--- src/rtl/div_unit_pkg.sv ---
// Shared definitions for the multi-cycle divide engine.
package div_unit_pkg;

  localparam int unsigned DIV_WIDTH = 32;

  typedef enum logic [1:0] {
    DIV_IDLE = 2'b00,
    DIV_BUSY = 2'b01,
    DIV_DONE = 2'b10
  } div_state_e;

endpackage

--- src/rtl/div_unit_signfix.sv ---
// Conditional two's complement negation, used for operand magnitudes and result sign fix.
module div_unit_signfix
  import div_unit_pkg::*;
#(
  parameter int unsigned WIDTH = DIV_WIDTH
) (
  input  logic [WIDTH-1:0] val,
  input  logic             neg,
  output logic [WIDTH-1:0] res_c
);

  // Negate when requested, otherwise pass through; result truncates to WIDTH.
  always_comb begin
    res_c = val;
    if (neg) res_c = WIDTH'(~val + WIDTH'(1));
  end

endmodule

--- src/rtl/div_unit.sv ---
// Fixed-latency restoring divider for MIPS DIV/DIVU; quotient on lo_o, remainder on hi_o.
module div_unit
  import div_unit_pkg::*;
#(
  parameter int unsigned WIDTH = DIV_WIDTH
) (
  input  logic             clk,
  input  logic             rst,
  input  logic             start,
  input  logic             signed_i,
  input  logic [WIDTH-1:0] a_i,
  input  logic [WIDTH-1:0] b_i,
  input  logic             annul,
  output logic             done,
  output logic             busy,
  output logic [WIDTH-1:0] hi_o,
  output logic [WIDTH-1:0] lo_o
);

  localparam int unsigned CNT_W = $clog2(WIDTH);
  localparam logic [CNT_W-1:0] LAST_STEP = CNT_W'(WIDTH - 1);

  div_state_e       state;
  logic [CNT_W-1:0] cnt;
  logic [WIDTH-1:0] rem_q;
  logic [WIDTH-1:0] quo_q;
  logic [WIDTH-1:0] dvs_q;
  logic             qneg_q;
  logic             rneg_q;
  logic             dbz_q;

  logic [WIDTH-1:0] a_mag_c;
  logic [WIDTH-1:0] b_mag_c;
  logic [WIDTH:0]   rem_sh_c;
  logic [WIDTH-1:0] diff_c;
  logic             trial_ok_c;
  logic [WIDTH-1:0] rem_nx_c;
  logic [WIDTH-1:0] quo_nx_c;
  logic [WIDTH-1:0] rem_fix_c;
  logic [WIDTH-1:0] quo_fix_c;

  // Operand magnitudes; unsigned mode passes the raw values through.
  div_unit_signfix #(.WIDTH(WIDTH)) u_abs_a (
    .val   (a_i),
    .neg   (signed_i & a_i[WIDTH-1]),
    .res_c (a_mag_c)
  );

  div_unit_signfix #(.WIDTH(WIDTH)) u_abs_b (
    .val   (b_i),
    .neg   (signed_i & b_i[WIDTH-1]),
    .res_c (b_mag_c)
  );

  // One restoring step: shift remainder:quotient left, trial subtract, keep if non-negative.
  always_comb begin
    rem_sh_c   = {rem_q, quo_q[WIDTH-1]};
    trial_ok_c = (rem_sh_c >= {1'b0, dvs_q});
    diff_c     = WIDTH'(rem_sh_c - {1'b0, dvs_q});
    rem_nx_c   = trial_ok_c ? diff_c : rem_sh_c[WIDTH-1:0];
    quo_nx_c   = {quo_q[WIDTH-2:0], trial_ok_c};
  end

  // Sign fix of the final step's results.
  div_unit_signfix #(.WIDTH(WIDTH)) u_fix_q (
    .val   (quo_nx_c),
    .neg   (qneg_q),
    .res_c (quo_fix_c)
  );

  div_unit_signfix #(.WIDTH(WIDTH)) u_fix_r (
    .val   (rem_nx_c),
    .neg   (rneg_q),
    .res_c (rem_fix_c)
  );

  // Control FSM, iteration datapath and registered results.
  always_ff @(posedge clk) begin
    if (rst) begin
      state  <= DIV_IDLE;
      cnt    <= '0;
      done   <= 1'b0;
      busy   <= 1'b0;
      hi_o   <= '0;
      lo_o   <= '0;
      rem_q  <= '0;
      quo_q  <= '0;
      dvs_q  <= '0;
      qneg_q <= 1'b0;
      rneg_q <= 1'b0;
      dbz_q  <= 1'b0;
    end else begin
      case (state)
        DIV_IDLE: begin
          done <= 1'b0;
          if (start && !annul) begin
            state  <= DIV_BUSY;
            busy   <= 1'b1;
            cnt    <= '0;
            rem_q  <= '0;
            quo_q  <= a_mag_c;
            dvs_q  <= b_mag_c;
            qneg_q <= signed_i & (a_i[WIDTH-1] ^ b_i[WIDTH-1]);
            rneg_q <= signed_i & a_i[WIDTH-1];
            dbz_q  <= (b_i == '0);
          end else begin
            busy <= 1'b0;
          end
        end
        DIV_BUSY: begin
          if (annul) begin
            state <= DIV_IDLE;
            busy  <= 1'b0;
            done  <= 1'b0;
          end else begin
            rem_q <= rem_nx_c;
            quo_q <= quo_nx_c;
            cnt   <= cnt + CNT_W'(1);
            if (cnt == LAST_STEP) begin
              state <= DIV_DONE;
              done  <= 1'b1;
              hi_o  <= rem_fix_c;
              lo_o  <= dbz_q ? '1 : quo_fix_c;
            end else begin
              done <= 1'b0;
            end
          end
        end
        DIV_DONE: begin
          state <= DIV_IDLE;
          busy  <= 1'b0;
          done  <= 1'b0;
        end
        default: begin
          state <= DIV_IDLE;
          busy  <= 1'b0;
          done  <= 1'b0;
        end
      endcase
    end
  end

endmodule

--- config.mk ---
export PLATFORM = sky130hd
export DESIGN_NAME = div_unit
export DESIGN_NICKNAME = d
export VERILOG_FILES = /design/src/rtl/div_unit_pkg.sv /design/src/rtl/div_unit_signfix.sv /design/src/rtl/div_unit.sv
export SDC_FILE = /design/constraint.sdc
export NUM_CORES = 1
export LEC_CHECK = 0
export CORE_UTILIZATION = 45
export CTS_BUF_LIST = sky130_fd_sc_hd__clkbuf_16
export DETAILED_ROUTE_END_ITERATION = 12
export GPL_ROUTABILITY_DRIVEN = 0
export PLACE_DENSITY = 0.73
export SLEW_MARGIN = 20
export SYNTH_ARGS = -nofsm -noshare
export SYNTH_HDL_FRONTEND = slang
export SYNTH_HIERARCHICAL = 1
export SYNTH_SLANG_ARGS = --single-unit
--- constraint.sdc ---
create_clock -name clk -period 4.2 [get_ports clk]
set_clock_uncertainty 0.05 [all_clocks]
set_input_delay 0.42 -clock clk [delete_from_list [all_inputs] [get_ports clk]]
set_output_delay 0.42 -clock clk [all_outputs]
set_load 0.01 [all_outputs]
[Yosys cells after proc, flatten, opt, wreduce, memory -nomap -nowiden]
Index checks and enable logic that the tools add are counted.
Storage, ports and cells
  flip-flop bits (word level): 172
  input bits: 69
  output and inout port bits: 66
  word-level logic and storage cells: 68
Cells by class
  add/subtract/negate cells: 6
  $lt $le $gt $ge: 1
  equality and inequality tests: 6
  muxes and demuxes: 23
  bitwise logic cells: 10
  reduce and logical (&&, ||, !) cells: 10
Operators with widths (count)
  $mux 32: 10
  $add 32x1->32 const B: 4
  $not 32->32: 4
  $pmux 32 s2: 2
  $ge 33x32->1: 1
  $logic_not 32->1: 1
  $sub 32x32->32: 1
  $mux 5: 2
  $pmux 5 s2: 1
  $mux 2: 3
  $ne 2x2->1 const B: 3
  $reduce_and 3->1: 2
  $add 5x1->5 const B: 1
  $eq 5x5->1 const B: 1
  $pmux 2 s2: 1
  $reduce_and 2->1: 2
  $and 1x1->1: 3
  $mux 1: 3
  $ne 3x3->1 const B: 1
  $reduce_or 3->1: 1
  $eq 2x1->1 const B: 1
  $logic_not 2->1: 1
  $not 1->1: 2
  $pmux 1 s2: 1
  4 further kinds: 4

[Logic depth before layout (Yosys ltp)]
  depth in word-level cells: 5
  gate-level depth with buffers: 21
  gate-level depth less buffers: 19

[By module]
The synthesis kept the hierarchy.
Modules (own cells, without submodules)
  div_unit: instances 1, cells each 1035, area an instance 8401.8 µm², seq. area each 3443.3 µm²
  div_unit_signfix: instances 4, cells each 99, area an instance 777.0 µm², seq. area each 0.0 µm²

[Worst setup path after synthesis]
No wires, ideal clock.
  path kind: flip-flop to flip-flop
  start point: reg dvs_q[12]
  end point: reg hi_o[26]
  library setup time: 70 ps
  arrival time: 3875 ps
  required time: 4080 ps
  path slack: 205 ps
  stages on the path, launching flop included: 19
  buffers on the path: 2
  clock period less this slack: 3995 ps
  cells stage by stage: dfxtp_1 inv_1 ha_1 clkbuf_2 nand4_2 nor3_2 o211ai_1 nand3_1 nor3b_2 a21oi_1 o41ai_4 buf_6 mux2_2 nor4_4 nand2_1 o41ai_1 xnor2_1 nand2_1 a21oi_1
On the way
  cells in the longest elaborated chain, start to end: 5
  elaborated cells between the ends (all ways): 6
  classes of those cells: 2 x add/sub; 1 x order compare; 2 x mux; 1 x bitwise
Ends and longest elaborated chain
  start: declaration: RTL line div_unit.sv:27  | logic [WIDTH-1:0] dvs_q;
  start signal: assignment: RTL line div_unit.sv:102  | dvs_q <= b_mag_c;
  $sub 32x32->32 or $ge 33x32->1 (tied branches): RTL line div_unit.sv:59, div_unit.sv:58
  $mux 32 *: RTL line div_unit.sv:60  | rem_nx_c = trial_ok_c ? diff_c : rem_sh_c[WIDTH-1:0];
  via rem_nx_c[16]: RTL line div_unit.sv:37  | logic [WIDTH-1:0] rem_nx_c;
  $not 32->32 *: RTL line div_unit_signfix.sv:15  | if (neg) res_c = WIDTH'(~val + WIDTH'(1));
  $add 32x1->32 *: RTL line div_unit_signfix.sv:15
  $mux 32 *: RTL line div_unit_signfix.sv:15
  via rem_fix_c[26]: RTL line div_unit.sv:39  | logic [WIDTH-1:0] rem_fix_c;
  end signal: assignment: RTL line div_unit.sv:122  | hi_o <= rem_fix_c;
  end: declaration: RTL line div_unit.sv:16  | output logic [WIDTH-1:0] hi_o,
The timed path passes the listed nets; every way through them passes the cells marked *.
A chain may end at the register's enable or synchronous reset.

[Worst setup path in the final report]
  start point: reg rem_q[10]
  end point: reg hi_o[27]
On the way
  cells in the longest elaborated chain, start to end: 5
  elaborated cells between the ends (all ways): 6
  classes of those cells: 2 x add/sub; 1 x order compare; 2 x mux; 1 x bitwise
Ends and longest elaborated chain
  start: declaration: RTL line div_unit.sv:25  | logic [WIDTH-1:0] rem_q;
  start signal: assignment: RTL line div_unit.sv:116  | rem_q <= rem_nx_c;
  $ge 33x32->1: RTL line div_unit.sv:58  | trial_ok_c = (rem_sh_c >= {1'b0, dvs_q});
  $mux 32: RTL line div_unit.sv:60
  via rem_nx_c[6]: RTL line div_unit.sv:37
  $not 32->32: RTL line div_unit_signfix.sv:15
  $add 32x1->32: RTL line div_unit_signfix.sv:15
  $mux 32: RTL line div_unit_signfix.sv:15
  via rem_fix_c[27]: RTL line div_unit.sv:39
The timed path passes the listed nets, and every way through them passes these cells.

==> run_results.csv <==
group,metric,value,unit
worst_setup_path,end_kind,"flop",
timing,min_period,4.147,ns
yosys,syn-cell-area,11510,um2
global_routing,grt_max_degree,98,
clock_tree,clk_latency,0.43,ns
detailed_routing,vias,11150,
detailed_routing,wl_met3,2242,um
clock_tree,h-tree-depth,4,
yosys,ys_ff_latch,172,
pwr,p_leak,5.467,nW
worst_setup_path,cp.required,4.50,ns
detailed_routing,wl_per_cell,16.65,um
global_routing,grt_pass1_wl,51120,um
global_routing,grt-ovfl-total,0,
die,core_region_area,25110,um2
placed_design,io_buffers,134,
final_layout,seq_area,3467,um2
worst_setup_path,reg2regPathDepth,18,
yosys,yosysSeqAreaShare,0.2992,
final_layout,multi_input_comb_area,8000,um2
detailed_routing,via_per_inst,5.691,
worst_setup_path,reg2reg_setup_slack,0.05,ns
die,rows,58,
job,max-cap-violations,0,
clock_tree,cts.sink_count,172,
detailed_routing,routed_wl,32620,um
clock_tree,numCtsBuffers,17,
final_layout,utilization,0.5976,
worst_setup_path,critPathMaxStageDelay,0.40,ns
final_layout,final_nets,1724,
clock_tree,clk_pin_slew_worst_paths,0.07,ns
yosys,synth_top_flop_cell,"dfxtp_1",
final_layout,syn2layout_area_growth,30.37,%
worst_setup_path,cp.arrival,4.45,ns
yosys,ys_async_sr_fraction,0,
clock_tree,ctsLongestPathBuffers,2,
yosys,syn-instance-count,1431,
yosys,yosys_warnings,6,
timing,holdWs,0.4029,ns
yosys,synth_fp_nets,1539,
worst_setup_path,crit_type,"flop to flop",
timing,slew_viol_final,0,
die,die_x,161.9,um
detailed_routing,drt_pass1_iterations,7,
detailed_routing,met1_length,15460,um
placed_design,dp_hpwl,23590,um
clock_tree,clockRootBuffer,"clkbuf_16",
die,die_area,26220,um2
final_layout,fillers,2229,
worst_setup_path,crit_top_cell,"o41ai_4",
yosys,synth_area_per_cell,8.043,um2
die,die_h,161.9,um
worst_setup_path,crit_path_max_fanout,7,
final_layout,antenna_cells,0,
timing,rsz0062_at_grt,"true",
global_routing,grt_pass1_vias,10110,
timing,fin_tns_setup,0,ns
final_layout,drive_above_1_share,0.1952,
timing,slew_headroom,0.3110,
detailed_routing,postRouteAntennaNets,0,
die,ios,135,
min_path,hold_depth,2,
detailed_routing,drc,0,
global_routing,antenna_found_initial,0,
detailed_routing,wl_met2,14330,um
pwr,pwr_density_cell,472.0,nW/um2
yosys,synth_edf_count,0,
die,initial_core_util,0.4584,
detailed_routing,first_iter_violations,862,
worst_setup_path,crit_path_cell_trace,"ha_4 -> nand4_4 -> nor3_4 -> o211ai_1 -> nand3_1 -> nor3b_4 -> a21oi_2 -> o41ai_4 -> buf_6 -> buf_12 -> mux2_2 -> nor4_4 -> buf_4 -> nand4b_4 -> o41ai_4 -> xnor2_1 -> nand2_1 -> a21oi_1",
timing,finalSetupViolations,0,
status,status,"finished, final reports clean",
worst_setup_path,startpoint_type,"flop",
timing,fin_crit_sh,0.9874,
clock_tree,tritoncts,"done",
global_routing,grt_use_total,0.2372,
yosys,ys_types,58,
detailed_routing,topRoutingLayerUsed,"met4",
pwr,ir_drop,355.5,uV
min_path,min_path_type,"flop to flop",
timing,max_freq,241.1,MHz
worst_setup_path,slowest_stage,"o41ai_4",
timing,finalHoldViolCount,0,
timing,tightest_slew,1.034,ns
[Yosys cell counts, types with 4 or more instances]
cell type,n,area (um2)
nand2_1,202,758.2
dfxtp_1,172,3443
xnor2_1,139,1217
nor2_1,115,431.7
a21oi_1,112,560.5
nor3_1,81,405.4
clkbuf_1,67,251.5
o21ai_0,54,270.3
inv_1,47,176.4
ha_1,38,475.5
o31ai_1,35,262.8
a211oi_1,34,255.2
a22o_1,32,280.3
mux2i_1,31,310.3
nand4_1,24,150.1
o41ai_1,21,183.9
nor4_1,19,118.9
a21oi_2,18,157.7
nand3_1,18,90.09
nand2b_1,16,100.1
nor4_4,16,340.3
o41ai_2,16,260.3
mux2_2,13,146.4
xor2_1,13,113.9
buf_1,11,41.29
or2b_1,8,60.06
or3_1,6,37.54
and2_1,5,31.28
o21bai_1,5,37.54
or2_2,5,31.28
a21o_1,4,30.03
buf_4,4,30.03
nand3b_1,4,30.03
nand4b_2,4,60.06
nor2b_1,4,25.02
o211ai_1,4,30.03
[metrics by stage]
| stage | instance area [um2] | power, mW | cells | setup WS [ns] |
|---|---|---|---|---|
| global route | 15010 | 7.451 | 1959 | -0.08449 |
| floorplan | 11510 | 3.729 | 1431 | 0.2046 |
| detailed placement | 13740 | 4.870 | 1914 | 0.007355 |
| CTS | 14350 | 6.537 | 1946 | -0.03810 |
| global placement | 13740 | 4.820 | 1914 | 0.1169 |
| finish | 15010 | 7.083 | 1959 | 0.05276 |
[worst max-delay path, delay by kind of cell (launching register included)]
kind / cells / cell delay [ns]
AOI/OAI and AO/OA: 5 / 1.11
xor gates and xnor gates: 1 / 0.16
adders and majority gates: 1 / 0.32
buffers and inverters: 3 / 0.52
DFF: 1 / 0.38
muxes: 1 / 0.37
and+or+nand+nor: 7 / 1.17
[routing by layer]
layer / up-vias / track usage
li1: 5482 / -
met1: 5242 / 0.3483
met2: 383 / 0.3490
met3: 42 / 0.04980
met4: 0 / 0.05832
met5: - / 0
[registers in the layout, indices dropped and copies added (netlist names)]
register,flops
state,2
dvs_q,32
busy,1
quo_q,32
rneg_q,1
done,1
dbz_q,1
cnt,5
lo_o,32
qneg_q,1
rem_q,32
hi_o,32
[layout make-up]
type | instances | area share
clock buffers | 17 | 0.02835
clock inverters | 15 | 0.01217
inverters | 47 | 0.01176
multi-input cells | 1123 | 0.5331
flip-flops and latches | 172 | 0.2311
well taps | 330 | 0.02752
repair buffers | 255 | 0.1560
[cell usage in the layout (no fill, tap or decap), types with 6 or more instances in the layout]
master / netlist / routed
a211oi_1: 34 / 32
a21oi_1: 112 / 103
a21oi_2: 18 / 27
a22o_1: 32 / 32
buf_4: 4 / 110
buf_6: 3 / 7
clkbuf_16: 0 / 19
clkdlybuf4s50_1: 0 / 133
dfxtp_1: 172 / 153
dfxtp_2: 0 / 19
ha_1: 38 / 19
ha_4: 0 / 16
inv_1: 47 / 42
mux2_2: 13 / 11
mux2i_1: 31 / 31
nand2_1: 202 / 196
nand2b_1: 16 / 14
nand3_1: 18 / 16
nand4_1: 24 / 24
nor2_1: 115 / 110
nor3_1: 81 / 80
nor4_1: 19 / 15
nor4_4: 16 / 16
o21ai_0: 54 / 47
o21ai_1: 2 / 8
o31ai_1: 35 / 29
o31ai_2: 1 / 7
o41ai_1: 21 / 19
o41ai_2: 16 / 15
or2b_1: 8 / 8
or3_1: 6 / 6
xnor2_1: 139 / 139
xor2_1: 13 / 13
[where the power goes]
part           leakage (nW)  switching, mW  internal, mW  total (mW)
clock network         0.296          0.700         0.947        1.65
logic                  3.77           1.94          1.71        3.65
registers              1.40         0.0950          1.69        1.79
total                  5.47           2.73          4.35        7.08
[what timing repair did]
item	in CTS	in global routing
gates resized for setup	1	106
setup endpoints to repair	5	37
hold buffers	0	0
gates cloned	0	2
buffers inserted	0	12
pin swaps	0	38
[worst paths after layout]
kind                                             start                     to
worst min register to register   hi_o[16]$_SDFFE_PP0P_  hi_o[16]$_SDFFE_PP0P_
worst max register to register  rem_q[10]$_SDFFE_PP0P_  hi_o[27]$_SDFFE_PP0P_
worst max-delay path            rem_q[10]$_SDFFE_PP0P_  hi_o[27]$_SDFFE_PP0P_
worst min-delay path             hi_o[16]$_SDFFE_PP0P_  hi_o[16]$_SDFFE_PP0P_
[kinds of logic after synthesis]
family                     share of synthesized area
buffers and inverters                        0.04805
xor gates and xnor gates                      0.1157
and+or+nand+nor                               0.2396
DFF                                           0.2992
muxes                                        0.03968
adders and majority gates                    0.04305
AOI/OAI and AO/OA                             0.2148
Power figures use the tool's default switching activity.
